## src/rtl/nhancong_nbit_seq.sv

```systemverilog
// Sequential multiply-add P = A*B + C*C, optionally accumulated into P with saturation.
// Latency: 2N cycles from the accepting edge to done; one operation per 2N+1 cycles.
// Backpressure: start is only sampled while busy is low; it is never queued.
module nhancong_nbit_seq #(
  parameter int N  = 3,
  parameter int AW = 2*N+4
) (
  input  logic          clk,
  input  logic          rst_n,
  input  logic          start,
  input  logic          acc_mode,
  input  logic [N-1:0]  A,
  input  logic [N-1:0]  B,
  input  logic [N-1:0]  C,
  output logic [AW-1:0] P,
  output logic          done,
  output logic          busy,
  output logic          ovf
);

  localparam int CW = (N > 1) ? $clog2(N) : 1;
  localparam logic [CW-1:0] CNT_LAST = CW'(N-1);

  typedef enum logic [1:0] {
    IDLE   = 2'd0,
    MUL_AB = 2'd1,
    MUL_CC = 2'd2
  } state_t;

  state_t         state;
  logic [N-1:0]   op_a;
  logic [N-1:0]   op_b;
  logic [N-1:0]   op_c;
  logic [CW-1:0]  cnt;
  logic [AW-1:0]  acc;
  logic           op_ovf;

  logic [AW:0]    addend;
  logic [AW:0]    sum;
  logic           add_en;
  logic [AW-1:0]  acc_nxt;
  logic           ovf_nxt;

  // One partial product per cycle; the sum is one bit wider so a carry out means saturate.
  always_comb begin
    addend  = '0;
    add_en  = 1'b0;
    if (state == MUL_AB) begin
      add_en = op_b[cnt];
      addend = {{(AW+1-N){1'b0}}, op_a} << cnt;
    end else if (state == MUL_CC) begin
      add_en = op_c[cnt];
      addend = {{(AW+1-N){1'b0}}, op_c} << cnt;
    end
    sum = {1'b0, acc} + (add_en ? addend : {(AW+1){1'b0}});
    if (sum[AW]) begin
      acc_nxt = '1;
      ovf_nxt = 1'b1;
    end else begin
      acc_nxt = sum[AW-1:0];
      ovf_nxt = op_ovf;
    end
  end

  always_ff @(posedge clk or negedge rst_n) begin
    if (!rst_n) begin
      state  <= IDLE;
      op_a   <= '0;
      op_b   <= '0;
      op_c   <= '0;
      cnt    <= '0;
      acc    <= '0;
      op_ovf <= 1'b0;
      P      <= '0;
      ovf    <= 1'b0;
      done   <= 1'b0;
      busy   <= 1'b0;
    end else begin
      done <= 1'b0;
      case (state)
        IDLE: begin
          if (start) begin
            op_a   <= A;
            op_b   <= B;
            op_c   <= C;
            acc    <= acc_mode ? P : '0;
            op_ovf <= acc_mode ? ovf : 1'b0;
            cnt    <= '0;
            busy   <= 1'b1;
            state  <= MUL_AB;
          end
        end
        MUL_AB: begin
          acc    <= acc_nxt;
          op_ovf <= ovf_nxt;
          if (cnt == CNT_LAST) begin
            cnt   <= '0;
            state <= MUL_CC;
          end else begin
            cnt <= cnt + 1'b1;
          end
        end
        MUL_CC: begin
          acc    <= acc_nxt;
          op_ovf <= ovf_nxt;
          if (cnt == CNT_LAST) begin
            cnt   <= '0;
            P     <= acc_nxt;
            ovf   <= ovf_nxt;
            done  <= 1'b1;
            busy  <= 1'b0;
            state <= IDLE;
          end else begin
            cnt <= cnt + 1'b1;
          end
        end
        default: begin
          state <= IDLE;
          busy  <= 1'b0;
          cnt   <= '0;
        end
      endcase
    end
  end

endmodule

```

## config.mk

```make
export PLATFORM = sky130hd
export DESIGN_NAME = nhancong_nbit_seq
export DESIGN_NICKNAME = d
export VERILOG_FILES = /design/src/rtl/nhancong_nbit_seq.sv
export SDC_FILE = /design/constraint.sdc
export NUM_CORES = 1
export LEC_CHECK = 0
export ABC_AREA = 1
export CAP_MARGIN = 40
export CORE_UTILIZATION = 30
export CTS_CLUSTER_SIZE = 25
export DETAILED_ROUTE_END_ITERATION = 7
export SLEW_MARGIN = 20
export SYNTH_ARGS = -nofsm -noshare
export SYNTH_HDL_FRONTEND = slang
export SYNTH_SLANG_ARGS = --single-unit
export TNS_END_PERCENT = 20
```

## constraint.sdc

```tcl
create_clock -name clk -period 3.6 [get_ports clk]
set_input_delay 0.72 -clock clk [delete_from_list [all_inputs] [get_ports clk]]
set_output_delay 0.72 -clock clk [all_outputs]
set_load 0.005 [all_outputs]
```

==> impl_table.tex, run 1 <==
\begin{tabular}{lr}
\hline
Metric & Value \\
\hline
\multicolumn{2}{l}{\textbf{Logic synthesis}} \\
Cell taking the most area after synthesis & dfrtp\_1 \\
Number of instances in the synthesized netlist & 320 \\
Leading register cell type out of synthesis & dfrtp\_1 \\
Top cell type's share of synthesized area & 40.7\% \\
Number of warnings printed during yosys synthesis & 0 \\
Post-Synthesis Net Count & 344 \\
Number of enable flip-flop cells after synthesis & 0 \\
Number of synthesized register bits & 37 \\
Most common cell in the netlist & nand2\_1 \\
Post-Syn Area per Cell & 7.11 µm² \\
Post-synthesis cell area & 0.00227 mm² \\
Distinct cells, synth & 30 \\
Cell types with the highest counts after synthesis & nand2\_1, dfrtp\_1, inv\_1 \\
Part of the Yosys area used for sequential elements & 40.7\% \\
Fraction of registers with async set/reset & 100\% \\
Main area contributors after synthesis & dfrtp\_1, nand2\_1, a21oi\_1 \\
\multicolumn{2}{l}{\textbf{Clock tree}} \\
Clock tree from TritonCTS & yes \\
Clk slew on worst S/H paths & 0.08 ns \\
CTS H-Tree Depth & 2 \\
Post-cts repair resize count & 0 \\
Number of hold-repair buffers added at the cts stage & 0 \\
CTS Sinks & 37 \\
Root buffer cell & clkbuf\_8 \\
Count of buffers added by post-CTS timing repair for setup & 0 \\
TritonCTS Buffers & 5 \\
Clock latency on the worst-skew pair & 0.30 ns \\
Largest buffer count on any clock path & 2 \\
\multicolumn{2}{l}{\textbf{Final layout}} \\
Layout net count & 371 \\
Share of layout cells above drive strength 1 & 7.47\% \\
Number of inserted diodes & 0 \\
Fillcell total & 802 \\
Synth-to-Final Area Change & 21.2\% \\
Post-route cell area & 0.00276 mm² \\
\multicolumn{2}{l}{\textbf{Worst setup path}} \\
Kind of start point of the critical path & flop \\
Biggest fanout along the worst timing path & 11 \\
WS Path Type & reg2reg \\
Critical path arrival & 3.16 ns \\
Data required time of the critical path & 3.83 ns \\
Critical path endpoint category & flop \\
\multicolumn{2}{l}{\textbf{Place}} \\
Final HPWL DP & 3960 µm \\
Placed standard-cell area & 0.00266 mm² \\
Gp weighted congestion & 0.930 \\
Number of port buffers & 25 \\
\multicolumn{2}{l}{\textbf{Power}} \\
Ratio of total power to cell area & 951 mW/mm² \\
Max rail drop VDD & 344 µV \\
Leakage power of the design & 0.00142 µW \\
\multicolumn{2}{l}{\textbf{Route}} \\
Drt pass-1 iters & 4 \\
Uppermost layer routed & met4 \\
Number of violations reported at the end of detailed-routing iteration 0 & 184 \\
Sum of met2 wire segment lengths after detailed routing & 2410 µm \\
DRC viols & 0 \\
Via count of the routed design & 2,069 \\
Post-DRT Antenna Nets & 0 \\
Total met3 wirelength after detailed routing & 225 µm \\
Total length of routed wires & 5410 µm \\
M1 WL & 2650 µm \\
Average wire per cell in the routed design & 12.1 µm \\
DR vias/cell & 4.63 \\
\multicolumn{2}{l}{\textbf{Global route}} \\
Global route total overflow & 0 \\
Maximum number of pins on one net before global-route repair & 22 \\
Vias in the first global route & 1,970 \\
Combined global-route utilization of all metal layers & 15.6\% \\
Number of antenna violations at the first check in global routing & 0 \\
Wire length of the first global-routing pass & 9360 µm \\
\multicolumn{2}{l}{\textbf{Floorplan}} \\
Die Ht & 89.1 µm \\
Width of the die & 89.1 µm \\
Core region area & 0.00729 mm² \\
Cell Rows & 31 \\
Total Die Area & 0.00793 mm² \\
Boundary Pins & 26 \\
Initial standard-cell utilization of the core & 31.2\% \\
\multicolumn{2}{l}{\textbf{Timing}} \\
RSZ-0062 raised after global routing & false \\
Clock skew & 0.00703 ns \\
Shortest clock period the worst path allows after layout & 2.93 ns \\
Final Hold Violating Endpoints & 0 \\
Worst Max-Slew Pin Slew & 0.508 ns \\
Sum Neg Setup Slack & 0 ns \\
Timing-limited maximum frequency & 0.341 GHz \\
Max-Slew Margin vs Limit & 66.1\% \\
Final Max Slew Viols & 0 \\
Share of the clock period used by the worst path after layout & 81.4\% \\
Finish-stage setup viols & 0 \\
\multicolumn{2}{l}{\textbf{Job}} \\
\# Max-Cap Violations & 0 \\
\multicolumn{2}{l}{\textbf{Outcome}} \\
Outcome & finished, final reports clean \\
\multicolumn{2}{l}{\textbf{Hold path}} \\
Type of the worst min-delay path & in2async \\
\hline
\end{tabular}
## metrics by stage
stage	hold slack, ns	total power [µW]	setup WS [ns]	instances	util [%]
final	0.366	2620	0.670	447	37.8
after global routing	0.380	2890	0.364	447	37.8
after CTS	0.371	2630	0.641	447	37.8
after detailed placement	0.483	2290	0.673	439	36.4
after global placement	0.478	2270	0.744	437	35.9
after floorplan	0.424	1830	0.968	320	-
## flip-flops by register name (all words and copies together) (netlist names)
| signal | flops |
|---|---|
| state | 2 |
| op_ovf | 1 |
| op_c | 3 |
| ovf | 1 |
| cnt | 2 |
| op_a | 3 |
| P | 10 |
| op_b | 3 |
| busy | 1 |
| acc | 10 |
| done | 1 |
## final cells by class
| cell class | count | area [µm²] | share of cell area [%] |
|---|---|---|---|
| Sequential cell | 37 | 926 | 33.6 |
| Inverter | 38 | 143 | 5.17 |
| Multi-Input combinational cell | 234 | 1150 | 41.8 |
| Clock inverter | 1 | 5.00 | 0.182 |
| Clock buffer | 7 | 96.3 | 3.50 |
| Tap cell | 99 | 124 | 4.49 |
| Timing Repair Buffer | 31 | 310 | 11.3 |
## where the power goes
part / total [µW] / switching (µW) / internal [µW]
combinational: 1470 / 863 / 607
clock: 333 / 159 / 173
sequential: 819 / 189 / 631
## cells by family after synthesis
| kind of cell | Yosys count | share of synthesized area, % |
|---|---|---|
| AOI/OAI and AO/OA | 58 | 14.1 |
| adders and majority gates | 11 | 6.38 |
| buffers and inverters | 49 | 8.64 |
| and+or+nand+nor | 162 | 29.3 |
| DFF | 37 | 40.7 |
| other | 1 | 0.165 |
| xor gates and xnor gates | 2 | 0.770 |
## per-layer routing
metal / vias up / GRT usage, %
met5: - / 0
met4: 0 / 6.35
met3: 12 / 2.59
met2: 46 / 24.7
met1: 946 / 21.2
li1: 1065 / -
## critical path, cell delays in order (launching register included)
cell and delay [ns]:
dfrtp_1 0.40, inv_1 0.10, ha_1 0.27, inv_1 0.19, o2111ai_1 0.14, o21ai_1 0.12
inv_2 0.10, nor2_1 0.05, ha_1 0.22, fa_1 0.42, nand3_1 0.12, nand2_2 0.08
nand2_1 0.07, o21ai_2 0.08, or2_1 0.22, nand2_1 0.09, nand2_1 0.06, a21oi_1 0.14
## final timing paths
path	slack, ns	start	endpoint	depth (start not counted)
max	0.67	state[1]	acc[8]	17
min	0.37	rst_n	P[9]	1
max reg2reg	0.67	state[1]	acc[8]	17
min reg2reg	0.51	op_b[1]	op_b[1]	2
max in group asynchronous	2.78	rst_n	acc[7]	2
min in group clk	0.51	op_b[1]	op_b[1]	2
## cells in the final DEF (no fill, tap or decap)
cell / n
a211oi_1: 1
a21oi_2: 2
clkinv_2: 1
or2_1: 1
inv_2: 2
o31ai_1: 1
clkbuf_8: 7
xor2_1: 2
o22ai_1: 1
fa_1: 1
nor2_1: 21
dfrtp_1: 37
conb_1: 1
o21ai_0: 18
buf_4: 5
buf_16: 1
clkdlybuf4s50_1: 24
o2111ai_1: 1
inv_1: 36
o21ai_2: 2
nand2_4: 1
ha_1: 10
nand2_1: 113
nand3_2: 2
nand3_1: 15
o21ai_1: 1
buf_2: 1
nand4_1: 2
nand2_2: 2
a21oi_1: 29
nor3_1: 5
a22oi_1: 2
(Power assumes the default switching activity.)
==> run 2, diff against run 1 <==
- clock period: 3.6 -> 2.5 ns (I/O delays scaled with it)
==> run 2 against run 1 <==
Against the previous run:
- the flow now finishes with violations (negative setup slack)
- global-route usage up 0.22 points
- combinational power up 80%
- core utilization up 4.9 points
- via count up 6.4%
- critical endpoint unchanged
==> impl_table.tex, run 2 (synthesis gave the netlist of run 1 again) <==
\begin{tabular}{lr}
\hline
Metric & Value \\
\hline
\multicolumn{2}{l}{\textbf{Outcome}} \\
Outcome & finished with violations (was finished, final reports clean) \\
Violated checks & negative setup slack \\
\multicolumn{2}{l}{\textbf{Route}} \\
Drt pass-1 iters & 4 (unchanged) \\
DRC viols & 0 (unchanged) \\
DR vias/cell & 4.72 (was 4.63) \\
Post-DRT Antenna Nets & 0 (unchanged) \\
Via count of the routed design & 2,202 (was 2,069) \\
Average wire per cell in the routed design & 13.1 µm (was 12.1 µm) \\
Number of violations reported at the end of detailed-routing iteration 0 & 191 (was 184) \\
Total length of routed wires & 6130 µm (was 5410 µm) \\
\multicolumn{2}{l}{\textbf{Global route}} \\
Number of antenna violations at the first check in global routing & 0 (unchanged) \\
Met3 Track Usage GR & 2.40\% (was 2.59\%) \\
Met2 demand-to-capacity share in global routing & 25.9\% (was 24.7\%) \\
Vias in the first global route & 2,055 (was 1,970) \\
Maximum number of pins on one net before global-route repair & 24 (was 22) \\
Global Route met1 Usage & 21.5\% (was 21.2\%) \\
Wire length of the first global-routing pass & 9540 µm (was 9360 µm) \\
Global route total overflow & 0 (unchanged) \\
GRT busiest layer & met2 (unchanged) \\
Combined global-route utilization of all metal layers & 15.8\% (was 15.6\%) \\
\multicolumn{2}{l}{\textbf{Power}} \\
Gate power share & 60.4\% (was 56.1\%) \\
Switching power as a share of total power & 45.9\% (was 46.2\%) \\
Internal Dissipation & 2370 µW (was 1410 µW) \\
Ratio of total power to cell area & 1410 mW/mm² (was 951 mW/mm²) \\
Power share of the clock group & 12.8\% (was 12.7\%) \\
Sequential Power Share & 26.9\% (was 31.2\%) \\
Net Sw Power & 2020 µW (was 1210 µW) \\
Max rail drop VDD & 741 µV (was 344 µV) \\
Leakage power of the design & 0.00156 µW (was 0.00142 µW) \\
\multicolumn{2}{l}{\textbf{Floorplan}} \\
Boundary Pins & 26 (unchanged) \\
Total Die Area & 0.00793 mm² (unchanged) \\
Die Ht & 89.1 µm (unchanged) \\
Cell Rows & 31 (unchanged) \\
Core region area & 0.00729 mm² (unchanged) \\
Initial standard-cell utilization of the core & 31.2\% (unchanged) \\
Width of the die & 89.1 µm (unchanged) \\
\multicolumn{2}{l}{\textbf{Final layout}} \\
Largest registers & P (10), acc (10) (unchanged) \\
Share of layout cells above drive strength 1 & 23.6\% (was 7.47\%) \\
Fillcell total & 748 (was 802) \\
Layout net count & 391 (was 371) \\
Number of inserted diodes & 0 (unchanged) \\
Synth-to-Final Area Change & 37.0\% (was 21.2\%) \\
Most common cell after layout, fill and taps aside & nand2\_1 (unchanged) \\
Non-Filler Instances & 467 (was 447) \\
Most frequent cells in the layout & nand2\_1, dfrtp\_1, inv\_1, a21oi\_1, clkdlybuf4s50\_1 (unchanged) \\
\multicolumn{2}{l}{\textbf{Timing}} \\
RSZ-0062 raised after global routing & true (was false) \\
Final Hold Violating Endpoints & 0 (unchanged) \\
Smallest setup slack after layout & -0.108 ns (was 0.670 ns) \\
Timing-limited maximum frequency & 0.383 GHz (was 0.341 GHz) \\
Final Max Slew Viols & 0 (unchanged) \\
Shortest clock period the worst path allows after layout & 2.61 ns (was 2.93 ns) \\
Sum Neg Setup Slack & -0.125 ns (was 0 ns) \\
Share of the clock period used by the worst path after layout & 104\% (was 81.4\%) \\
Clock skew & 0.00401 ns (was 0.00703 ns) \\
Finish-stage setup viols & 2 (was 0) \\
\multicolumn{2}{l}{\textbf{Worst setup path}} \\
WS Path Type & reg2reg (unchanged) \\
Kind of start point of the critical path & flop (unchanged) \\
Slowest cell on crit path & dfrtp\_1 (was fa\_1) \\
Critical path arrival & 2.83 ns (was 3.16 ns) \\
Critical Path Max Stage Delay & 0.38 ns (was 0.42 ns) \\
CP delay by family, top & compound AO/OA/AOI/OAI gates (was adder cells) \\
Data required time of the critical path & 2.72 ns (was 3.83 ns) \\
Critical path endpoint category & flop (unchanged) \\
Total buffers and inverters traversed by the critical path & 1 (was 3) \\
Cell Chain, Critical Path & inv\_2, o21ai\_0, o21ai\_0, o21ai\_0, nand2\_1, a21oi\_2, ha\_1, a21oi\_2, nand2\_2, nand2\_2, o21ai\_4, or2\_1, nand2\_1, nand2\_1, a21oi\_1 (was inv\_1, ha\_1, inv\_1, o2111ai\_1, o21ai\_1, inv\_2, nor2\_1, ha\_1, fa\_1, nand3\_1, nand2\_2, nand2\_1, o21ai\_2, or2\_1, nand2\_1, nand2\_1, a21oi\_1) \\
Biggest fanout along the worst timing path & 6 (was 11) \\
\multicolumn{2}{l}{\textbf{Clock tree}} \\
Clk slew on worst S/H paths & 0.08 ns (about the same) \\
Clock latency on the worst-skew pair & 0.30 ns (about the same) \\
CTS Sinks & 37 (unchanged) \\
Root buffer cell & clkbuf\_8 (unchanged) \\
TritonCTS Buffers & 5 (unchanged) \\
CTS H-Tree Depth & 2 (unchanged) \\
Largest buffer count on any clock path & 2 (unchanged) \\
Clock tree from TritonCTS & yes (unchanged) \\
\multicolumn{2}{l}{\textbf{Place}} \\
Final HPWL DP & 4110 µm (was 3960 µm) \\
Number of port buffers & 25 (unchanged) \\
Number of placed instances with taps included & 454 (was 439) \\
Gp weighted congestion & 0.890 (was 0.930) \\
Worst setup slack after placement & -0.0123 ns (was 0.673 ns) \\
\multicolumn{2}{l}{\textbf{Job}} \\
\# Max-Cap Violations & 0 (unchanged) \\
\multicolumn{2}{l}{\textbf{Hold path}} \\
Type of the worst min-delay path & in2async (unchanged) \\
\hline
\end{tabular}
[run 2: cell count changes in the layout (fill, tap and decap cells not counted), sizes merged]
cell / delta
buf: +19
bufinv: +1
clkbuf: -1
clkinv: -1
clkinvlp: +1
nand2: +1
[run 2: power by group through the flow]
| stage | logic [µW] | clock network [µW] | registers [µW] |
|---|---|---|---|
| floorplan | 1540 | 0 | 1110 |
| global placement | 2240 | 0 | 1160 |
| detailed placement | 2270 | 0 | 1160 |
| CTS | 2330 | 572 | 1160 |
| global route | 2980 | 590 | 1220 |
| finish | 2650 | 561 | 1180 |
[run 2: metrics by stage]
stage / hold WS (ns) / instance area [µm²] / power, µW / utilization (%)
floorplan: 0.204 / 2290 / 2650 / -
global placement: 0.481 / 2760 / 3410 / 37.8
detailed placement: 0.447 / 2780 / 3430 / 38.1
CTS: 0.127 / 2920 / 4060 / 40.1
global route: 0.131 / 3120 / 4790 / 42.7
finish: 0.114 / 3120 / 4390 / 42.7
[run 2: per-layer routing]
metal  wire (µm)  vias to the layer above  part of all wire [%]
met5           0                        -                     0
met4         105                        0                   1.7
met3         233                       11                   3.8
met2        2900                       46                    47
met1        2890                     1037                    47
li1            -                     1108                     -
[run 2: what timing repair did]
action | 4_1_cts | 5_1_grt
gates cloned | 0 | 1
hold buffers | 0 | 0
endpoints found under the setup margin | 10 | 22
resized for setup | 7 | 44
buffers inserted | 1 | 3
pin swaps | 1 | 18
[run 2: cell type report]
| type | instances | area [µm²] | area share [%] |
|---|---|---|---|
| Clock buffer | 6 | 82.6 | 2.65 |
| Clock inverter | 2 | 37.5 | 1.20 |
| Inverter | 38 | 145 | 4.66 |
| Multi-Input combinational cell | 235 | 1350 | 43.3 |
| Sequential cell | 37 | 926 | 29.7 |
| Tap cell | 99 | 124 | 3.97 |
| Timing Repair Buffer | 50 | 453 | 14.5 |
[run 2: worst paths after layout]
| path | from | end | slack [ns] | cells after the start |
|---|---|---|---|---|
| hold / removal | rst_n | op_b[1] | 0.11 | 1 |
| hold reg to reg | P[2] | P[2] | 0.51 | 2 |
| setup reg to reg | cnt[0] | acc[8] | -0.11 | 15 |
| setup / recovery | cnt[0] | acc[8] | -0.11 | 15 |
| max in group asynchronous | rst_n | P[6] | 1.93 | 2 |
| min in group clk | P[2] | P[2] | 0.51 | 2 |
==> run 3, diff against run 2 <==
- CAP_MARGIN: 40 -> default
- CTS_CLUSTER_SIZE: 25 -> default
- GPL_ROUTABILITY_DRIVEN: default -> 0
==> run 3 against run 2 <==
Against the previous run:
- the flow still finishes with violations (negative setup slack)
- first-iteration DRC count down 34%
- highest routed layer unchanged
- wire length down 3.9%
- cell count unchanged
- largest power group unchanged
- worst setup slack better by 0.099 ns
- combinational power down 2%
- global-route usage up 0.28 points
- flip-flop and latch count unchanged
==> impl_table.tex, run 3 (synthesis gave the netlist of run 1 again) <==
\begin{tabular}{lr}
\hline
Metric & Value \\
\hline
\multicolumn{2}{l}{\textbf{Floorplan}} \\
Width of the die & 89.1 µm (unchanged) \\
Cell Rows & 31 (unchanged) \\
Die Ht & 89.1 µm (unchanged) \\
Total Die Area & 0.00793 mm² (unchanged) \\
Initial standard-cell utilization of the core & 31.2\% (unchanged) \\
Boundary Pins & 26 (unchanged) \\
Core region area & 0.00729 mm² (unchanged) \\
\multicolumn{2}{l}{\textbf{Timing}} \\
Worst hold-check slack & 0.298 ns (was 0.114 ns) \\
Shortest clock period the worst path allows after layout & 2.51 ns (was 2.61 ns) \\
Finish-stage setup viols & 1 (was 2) \\
Timing-limited maximum frequency & 0.399 GHz (was 0.383 GHz) \\
RSZ-0062 raised after global routing & true (unchanged) \\
Final Hold Violating Endpoints & 0 (unchanged) \\
Final Max Slew Viols & 0 (unchanged) \\
Share of the clock period used by the worst path after layout & 100\% (was 104\%) \\
Max-Slew Margin vs Limit & 43.8\% \\
Smallest setup slack after layout & -0.00883 ns (was -0.108 ns) \\
Worst Max-Slew Pin Slew & 0.843 ns \\
Clock skew & 0.00952 ns (was 0.00401 ns) \\
\multicolumn{2}{l}{\textbf{Global route}} \\
Maximum number of pins on one net before global-route repair & 38 (was 24) \\
Number of antenna violations at the first check in global routing & 0 (unchanged) \\
Global route total overflow & 0 (unchanged) \\
Combined global-route utilization of all metal layers & 16.1\% (was 15.8\%) \\
Vias in the first global route & 2,133 (was 2,055) \\
Wire length of the first global-routing pass & 9730 µm (was 9540 µm) \\
\multicolumn{2}{l}{\textbf{Route}} \\
Number of violations reported at the end of detailed-routing iteration 0 & 127 (was 191) \\
Drt pass-1 iters & 4 (unchanged) \\
Average wire per cell in the routed design & 12.6 µm (was 13.1 µm) \\
DR vias/cell & 4.72 (unchanged) \\
Post-DRT Antenna Nets & 0 (unchanged) \\
Via count of the routed design & 2,202 (unchanged) \\
Total length of routed wires & 5890 µm (was 6130 µm) \\
DRC viols & 0 (unchanged) \\
\multicolumn{2}{l}{\textbf{Power}} \\
Power share of the clock group & 12.9\% (was 12.8\%) \\
Total power & 4330 µW (was 4390 µW) \\
Sequential Power Share & 27.2\% (was 26.9\%) \\
Max rail drop VDD & 872 µV (was 741 µV) \\
Net Sw Power & 1970 µW (was 2020 µW) \\
Leakage power of the design & 0.00154 µW (was 0.00156 µW) \\
Gate power share & 60.0\% (was 60.4\%) \\
Switching power as a share of total power & 45.5\% (was 45.9\%) \\
Ratio of total power to cell area & 1410 mW/mm² (about the same) \\
Internal Dissipation & 2360 µW (was 2370 µW) \\
\multicolumn{2}{l}{\textbf{Final layout}} \\
Footprint of the multi-input gates & 0.00133 mm² (was 0.00135 mm²) \\
Number of inserted diodes & 0 (unchanged) \\
Layout net count & 391 (unchanged) \\
Share of layout cells above drive strength 1 & 22.3\% (was 23.6\%) \\
Post-route cell area & 0.00308 mm² (was 0.00312 mm²) \\
Final cell utilization of the core & 42.2\% (was 42.7\%) \\
Most common cell after layout, fill and taps aside & nand2\_1 (unchanged) \\
Most frequent cells in the layout & nand2\_1, dfrtp\_1, inv\_1, a21oi\_1 (was nand2\_1, dfrtp\_1, inv\_1, a21oi\_1, clkdlybuf4s50\_1) \\
Largest registers & P (10), acc (10) (unchanged) \\
Synth-to-Final Area Change & 35.3\% (was 37.0\%) \\
Sequential standard cell area & 926 µm² (unchanged) \\
Fillcell total & 761 (was 748) \\
\multicolumn{2}{l}{\textbf{Worst setup path}} \\
WS Path Type & reg2reg (unchanged) \\
Most frequent cell on the critical path & a21oi\_2 \\
Biggest fanout along the worst timing path & 7 (was 6) \\
Kind of start point of the critical path & flop (unchanged) \\
Critical path endpoint category & flop (unchanged) \\
Critical path arrival & 2.75 ns (was 2.83 ns) \\
Cell Chain, Critical Path & inv\_2, ha\_4, clkinvlp\_4, buf\_4, a21oi\_1, a21oi\_2, ha\_1, a21oi\_2, nand2\_2, nand2\_2, o21ai\_4, or2\_1, nand2\_1, nand2\_1, a21oi\_2 (was inv\_2, o21ai\_0, o21ai\_0, o21ai\_0, nand2\_1, a21oi\_2, ha\_1, a21oi\_2, nand2\_2, nand2\_2, o21ai\_4, or2\_1, nand2\_1, nand2\_1, a21oi\_1) \\
Slowest cell on crit path & dfrtp\_1 (unchanged) \\
Critical Path Max Stage Delay & 0.39 ns (was 0.38 ns) \\
Data required time of the critical path & 2.74 ns (was 2.72 ns) \\
\multicolumn{2}{l}{\textbf{Place}} \\
Placed standard-cell area & 0.00276 mm² (was 0.00278 mm²) \\
Final HPWL DP & 4000 µm (was 4110 µm) \\
Worst setup slack after placement & -0.0430 ns (was -0.0123 ns) \\
Number of port buffers & 25 (unchanged) \\
\multicolumn{2}{l}{\textbf{Clock tree}} \\
Clock latency on the worst-skew pair & 0.30 ns (about the same) \\
CTS Sinks & 37 (unchanged) \\
TritonCTS Buffers & 5 (unchanged) \\
Clk slew on worst S/H paths & 0.08 ns (about the same) \\
Clock tree from TritonCTS & yes (unchanged) \\
CTS H-Tree Depth & 2 (unchanged) \\
Number of hold-repair buffers added at the cts stage & 0 (unchanged) \\
Root buffer cell & clkbuf\_8 (unchanged) \\
Largest buffer count on any clock path & 2 (unchanged) \\
\multicolumn{2}{l}{\textbf{Job}} \\
\# Max-Cap Violations & 0 (unchanged) \\
\multicolumn{2}{l}{\textbf{Outcome}} \\
Violated checks & negative setup slack (unchanged) \\
Outcome & finished with violations (unchanged) \\
\multicolumn{2}{l}{\textbf{Hold path}} \\
Type of the worst min-delay path & in2async (unchanged) \\
\hline
\end{tabular}
## run 3: changes by cell type in the layout (fill, tap and decap cells not counted), sizes merged
cell / delta
clkinvlp: +1
inv: -1
## run 3: area by class of cell
cell class | count | area share, %
clock buffers | 6 | 2.68
well taps | 99 | 4.02
clock inverters | 2 | 1.22
repair buffers | 50 | 14.2
inverters | 38 | 4.76
flip-flops and latches | 37 | 30.1
multi-input cells | 235 | 43.0
## run 3: power by group through the flow
| stage | combinational (µW) | sequential, µW | clock, µW |
|---|---|---|---|
| 2_1_floorplan | 1540 | 1110 | 0 |
| 3_3_place_gp | 2240 | 1160 | 0 |
| 3_5_place_dp | 2260 | 1160 | 0 |
| 4_1_cts | 2370 | 1160 | 568 |
| 5_1_grt | 2930 | 1210 | 595 |
| 6_report | 2600 | 1180 | 557 |
## run 3: timing repair
item                                    4_1_cts  5_1_grt
gates cloned                                  0        1
pin swaps                                     4       11
endpoints found under the setup margin        5       22
resized for setup                             7       34
buffers inserted                              3        2
## run 3: final timing paths
kind,startpoint,end,slack [ns],cells past startpoint
setup / recovery,state[1],acc[8],-0.009,15
hold / removal,rst_n,acc[4],0.30,1
hold reg to reg,op_b[2],op_b[2],0.50,2
setup reg to reg,state[1],acc[8],-0.009,15
min in group clk,op_b[2],op_b[2],0.50,2
max in group asynchronous,rst_n,acc[2],1.67,1
## run 3: routing by layer
layer  global-route usage, %  wire length [µm]  part of all wire, %
met5                       0                 0                    0
met3                    2.77               201                  3.4
met2                    26.9              2740                   47
met1                    21.2              2830                   48
met4                    5.34               109                  1.9
## run 3: through the flow
stage	TNS [ns]	cells
floorplan	0	320
global placement	-0.0146	453
detailed placement	-0.130	453
CTS	0	464
global route	-1.23	467
finish	-0.00883	467
## run 3: critical path, delay by kind of cell (launching register included)
| family | cells | cell delay [ns] |
|---|---|---|
| compound gates | 5 | 0.63 |
| simple gates | 5 | 0.54 |
| fa+ha+maj | 2 | 0.50 |
| flops | 1 | 0.39 |
| buf+inv | 3 | 0.39 |
